===== config.mk =====
export PLATFORM = sky130hd
export DESIGN_NAME = vector_lane_sequencer
export DESIGN_NICKNAME = d
export VERILOG_FILES = /design/src/rtl/vector_lane_sequencer.sv
export SDC_FILE = /design/constraint.sdc
export NUM_CORES = 1
export LEC_CHECK = 0
export CORE_ASPECT_RATIO = 1.2
export CORE_MARGIN = 2
export CORE_UTILIZATION = 43
export DETAILED_ROUTE_END_ITERATION = 10
export GPL_TIMING_DRIVEN = 0
export PLACE_DENSITY = 0.77
export SLEW_MARGIN = 20
export SYNTH_ARGS = -nofsm -noshare
export SYNTH_HDL_FRONTEND = slang
export SYNTH_SLANG_ARGS = --single-unit

===== constraint.sdc =====
create_clock -name clk -period 2.1 [get_ports clk]
set_input_delay 0.42 -clock clk [delete_from_list [all_inputs] [get_ports clk]]
set_output_delay 0.42 -clock clk [all_outputs]
set_load 0.02 [all_outputs]

===== src/rtl/vector_lane_sequencer.sv =====
// Runs a LANES x LANE_W vector ALU operation through one shared scalar ALU,
// one lane per cycle, with valid/ready handshakes on the request and result sides.
module vector_lane_sequencer #(
    parameter int LANES  = 4,
    parameter int LANE_W = 32
) (
    input  logic                    clk,
    input  logic                    rst_n,
    input  logic                    in_valid,
    output logic                    in_ready,
    input  logic [LANES*LANE_W-1:0] in_a,
    input  logic [LANES*LANE_W-1:0] in_b,
    input  logic [2:0]              in_op,
    input  logic                    in_vectorial,
    output logic [LANE_W-1:0]       alu_a,
    output logic [LANE_W-1:0]       alu_b,
    output logic [2:0]              alu_ctrl,
    input  logic [LANE_W-1:0]       alu_result,
    output logic                    out_valid,
    input  logic                    out_ready,
    output logic [LANES*LANE_W-1:0] out_result,
    output logic                    out_zero,
    output logic [LANES-1:0]        out_lane_zero
);
    localparam int VW = LANES * LANE_W;
    localparam int CW = (LANES > 1) ? $clog2(LANES) : 1;

    typedef enum logic [1:0] {
        ST_IDLE = 2'd0,
        ST_EXEC = 2'd1,
        ST_DONE = 2'd2
    } state_t;

    state_t           state_q, state_d;
    logic [VW-1:0]    a_q, a_d, b_q, b_d, result_q, result_d;
    logic [2:0]       op_q, op_d;
    logic             vect_q, vect_d;
    logic [CW-1:0]    cnt_q, cnt_d, last_q, last_d;
    logic [LANES-1:0] lane_zero_q, lane_zero_d;
    logic             zero_q, zero_d;
    logic             accept_s, last_lane_s;

    assign accept_s    = (state_q == ST_IDLE) && in_valid;
    assign last_lane_s = (cnt_q == last_q);

    // State register
    always_ff @(posedge clk or negedge rst_n) begin
        if (!rst_n) begin
            state_q <= ST_IDLE;
        end else begin
            state_q <= state_d;
        end
    end

    // Next-state logic
    always_comb begin
        state_d = state_q;
        case (state_q)
            ST_IDLE: if (in_valid)    state_d = ST_EXEC; else state_d = ST_IDLE;
            ST_EXEC: if (last_lane_s) state_d = ST_DONE; else state_d = ST_EXEC;
            ST_DONE: if (out_ready)   state_d = ST_IDLE; else state_d = ST_DONE;
            default: state_d = ST_IDLE;
        endcase
    end

    // Handshake and ALU-side outputs; the ALU sees zeros outside EXEC
    always_comb begin
        in_ready  = 1'b0;
        out_valid = 1'b0;
        alu_a     = {LANE_W{1'b0}};
        alu_b     = {LANE_W{1'b0}};
        alu_ctrl  = 3'b000;
        case (state_q)
            ST_IDLE: in_ready = 1'b1;
            ST_EXEC: begin
                alu_a    = a_q[int'(cnt_q)*LANE_W +: LANE_W];
                alu_b    = b_q[int'(cnt_q)*LANE_W +: LANE_W];
                alu_ctrl = op_q;
            end
            ST_DONE: out_valid = 1'b1;
            default: in_ready = 1'b0;
        endcase
    end

    // Datapath next-state: latch on accept, capture one lane per EXEC cycle
    always_comb begin
        a_d         = a_q;
        b_d         = b_q;
        op_d        = op_q;
        vect_d      = vect_q;
        cnt_d       = cnt_q;
        last_d      = last_q;
        result_d    = result_q;
        lane_zero_d = lane_zero_q;
        zero_d      = zero_q;
        if (accept_s) begin
            a_d         = in_a;
            b_d         = in_b;
            op_d        = in_op;
            vect_d      = in_vectorial;
            cnt_d       = {CW{1'b0}};
            last_d      = in_vectorial ? CW'(LANES - 1) : {CW{1'b0}};
            result_d    = {VW{1'b0}};
            lane_zero_d = {LANES{1'b0}};
            zero_d      = 1'b0;
        end else if (state_q == ST_EXEC) begin
            result_d[int'(cnt_q)*LANE_W +: LANE_W] = alu_result;
            lane_zero_d[cnt_q] = (alu_result == {LANE_W{1'b0}});
            if (last_lane_s) begin
                // unexecuted lanes read 0, so scalar mode must look at lane 0 only
                zero_d = vect_q ? (&lane_zero_d) : lane_zero_d[0];
            end else begin
                cnt_d = cnt_q + CW'(1);
            end
        end else begin
            cnt_d = cnt_q;
        end
    end

    // Datapath registers
    always_ff @(posedge clk or negedge rst_n) begin
        if (!rst_n) begin
            a_q         <= {VW{1'b0}};
            b_q         <= {VW{1'b0}};
            op_q        <= 3'b000;
            vect_q      <= 1'b0;
            cnt_q       <= {CW{1'b0}};
            last_q      <= {CW{1'b0}};
            result_q    <= {VW{1'b0}};
            lane_zero_q <= {LANES{1'b0}};
            zero_q      <= 1'b0;
        end else begin
            a_q         <= a_d;
            b_q         <= b_d;
            op_q        <= op_d;
            vect_q      <= vect_d;
            cnt_q       <= cnt_d;
            last_q      <= last_d;
            result_q    <= result_d;
            lane_zero_q <= lane_zero_d;
            zero_q      <= zero_d;
        end
    end

    assign out_result    = result_q;
    assign out_zero      = zero_q;
    assign out_lane_zero = lane_zero_q;

endmodule

==> flow_metrics.tcl <==
set metrics [dict create \
    clk_latency_ns 0.55 \
    synth_mux_area_frac 0.0848 \
    synthToLayoutAreaGrowth_pct 46.2 \
    std_cell_rows 79 \
    drc 0 \
    synth_top_area_cell "dfrtp_1" \
    synth_warnings 0 \
    hold_path.class "in2async" \
    grt_max_degree 103 \
    status "finished, violations left" \
    criticalPathCategory "reg2out" \
    slew_violations 0 \
    core_area_sq_um 38800 \
    pwr-share-seq 0.359 \
    grt-ovfl-total 0 \
    finalCriticalPeriod_ns 2.68 \
    max_freq_mhz 374 \
    die_w_microns 185 \
    power_frac_clock 0.222 \
    nFillCells 3074 \
    antenna_found_initial 17 \
    cts-root-buf "clkbuf_16" \
    dieArea_sq_um 41100 \
    placed_cells 2678 \
    path_clk_slew_ns 0.06 \
    worstPathArrival_ns 2.26 \
    slowest_stage "mux4_2" \
    layout.nets 2533 \
    mappedNetlistArea_sq_um 17000 \
    final_area_sq_um 24800 \
    synthAdderAreaFrac 0.00515 \
    vdd_drop_max_uv 842 \
    grt_usage 0.288 \
    combPwrFrac 0.419 \
    htree_levels 2 \
    drive_above_1_share 0.167 \
    fin_cells 2802 \
    synth_top_family_by_area "simple AND/OR/NAND/NOR gates" \
    tightest_slew_ns 0.725 \
    gp_congestion 0.884 \
    clock_sinks 397 \
    syn_inst 1651 \
    p_sw_frac 0.364 \
    yosysTopAreaCellShare 0.585 \
    io_buffers 497 \
    critPathMaxStageDelay_ns 0.51 \
    ioPinCount 498 \
    yosysMostFrequentCell "nand2_1" \
    ys_top_cells_by_count "785 x nand2_1, 397 x dfrtp_1, 99 x a22o_1, 69 x and2_1, 64 x mux4_2" \
    setup_ws_ns -0.576 \
    syn_avg_cell_area_sq_um 10.3 \
    cts_buffers 41 \
    viasPerCell 5.32 \
    p_switching_mw 11.9 \
    worstPathRequired_ns 1.68 \
    path_cells "buf_12 -> buf_8 -> clkbuf_16 -> mux4_2 -> and2_4 -> buf_6" \
    tritoncts "built" \
    grt_pass1_wl_mm 89.7 \
    synth_seq_cells 397 \
    p_int_mw 20.8 \
    synth_nets 1954 \
    rsz0062_at_grt "true" \
    drv_cap 0 \
    die_h_microns 222 \
    setup_viol_count_final 72 \
    wl_per_cell_microns 21.4 \
    synth_ff_type "dfrtp_1" \
    async_flop_share 1.00 \
    crit_path_end_kind "output port" \
    violations "negative setup slack" \
    slew-limit-headroom 0.517 \
    place_area_sq_um 22800 \
    wirelength_mm 60.0 \
    grt_pass1_vias 15509 \
    synth_compound_area_frac 0.0741 \
    dp_hpwl_mm 43.3 \
    path_max_fanout 5 \
    p_leak_nw 12.0 \
    synth_area_leaders "dfrtp_1 58%, nand2_1 17%, mux4_2 8.5%, a22o_1 5.1%, and2_1 2.5%" \
    finalPower_mw 32.7 \
    num_vias 14913 \
    first_pass_iters 5 \
    start_util 0.437 \
    p_per_area_nw_per_um2 1320 \
    post-route-util 0.639 \
    hold_violations 0 \
    placement.setup.worst_slack_ns -0.894 \
    yosys.area_share.simple 0.216 \
    synth.distinct_cells 39 \
    antenna_left 0 \
    cp-start-kind "flip-flop" \
    post-route-period-util 1.27 \
    cts_buffer_depth 3 \
    synth_xor_area_frac 0 \
    first_iter_violations 965 \
    synth-edff-count 0 \
    skew_ns 0.0190 \
    seq_area_frac_synth 0.585 \
]
## path summary, 6_finish.rpt
path	from	end	slack [ns]	depth (start not counted)
max in group asynchronous	rst_n	out_result[4]	0.33	4
min in group clk	in_b[82]	b_q[82]	0.39	3
max reg2reg	state_q[1]	a_q[41]	-0.05	8
min	rst_n	op_q[1]	0.39	2
min reg2reg	b_q[89]	b_q[89]	0.47	2
max	cnt_q[0]	alu_b[21]	-0.58	6
## worst max-delay path, delay by kind of cell, from the launching register on
kind          cells  cell delay [ns]
flops             1             0.43
mux               1             0.51
simple gates      1             0.19
buf+inv           4             0.59
## power groups by stage
stage	Combinational, mW	Sequential (mW)	Clock [mW]
floorplan	7.38	11.6	0
global placement	12.0	11.7	0
detailed placement	12.3	11.8	0
CTS	12.9	11.7	7.33
global route	14.9	12.1	7.63
finish	13.7	11.8	7.25
## state kept, by name (all words and copies together) (netlist names)
register	flops
cnt_q	2
last_q	1
out_lane_zero	4
out_result	128
out_zero	1
a_q	128
b_q	128
op_q	3
state_q	2
## placed cells by master (no fill, tap or decap), types with 26 or more instances in the layout
master,netlist,final
clkdlybuf4s50_1,0,427
clkbuf_1,38,32
dfrtp_1,397,396
buf_6,5,53
nor2_1,36,36
mux4_2,64,64
a22o_1,99,99
and2_1,69,26
and2_4,1,44
clkbuf_16,0,45
nand2_1,785,785
a22oi_1,32,32
buf_2,53,57
buf_4,13,30
## metal layers
layer  track usage  vias to the layer above  share of wire
met5             0                        -        0.00022
met4         0.157                        2          0.057
met3        0.0496                      189          0.068
met2         0.483                      706           0.50
met1         0.351                     7388           0.38
li1              -                     6628              -
## stage by stage
stage | hold slack [ns] | TNS, ns
floorplan | 0.124 | 0
global placement | 0.452 | -6530.26
detailed placement | 0.374 | -152.65
CTS | 0.374 | -34.36
global route | 0.388 | -36.79
finish | 0.392 | -31.45
## logic make-up after synthesis
| group | Yosys count |
|---|---|
| AND/OR/NAND/NOR | 913 |
| flip-flops | 397 |
| AO/OA/AOI/OAI | 153 |
| buffers and inverters | 117 |
| multiplexers | 64 |
| adder cells (fa/ha/maj) | 7 |
## final cells by class
| cell class | count | area [sq um] | share of cell area |
|---|---|---|---|
| flip-flops and latches | 397 | 9940 | 0.400 |
| multi-input cells | 1137 | 6610 | 0.266 |
| repair buffers | 537 | 5410 | 0.218 |
| clock buffers | 60 | 1160 | 0.0466 |
| plain buffers | 113 | 845 | 0.0340 |
| well taps | 526 | 658 | 0.0265 |
| clock inverters | 13 | 158 | 0.00635 |
| diodes | 16 | 40.0 | 0.00161 |
| inverters | 3 | 22.5 | 0.000907 |
## what timing repair did
item | CTS | global route
hold buffers | 1 | 0
resized for setup | 331 | 192
pin swaps | 3 | 7
gates cloned | 0 | 4
hold endpoints to repair | 54 | 0
setup endpoints to repair | 200 | 120
setup buffers | 14 | 19
Note: power is estimated with default switching activity, not from simulation.
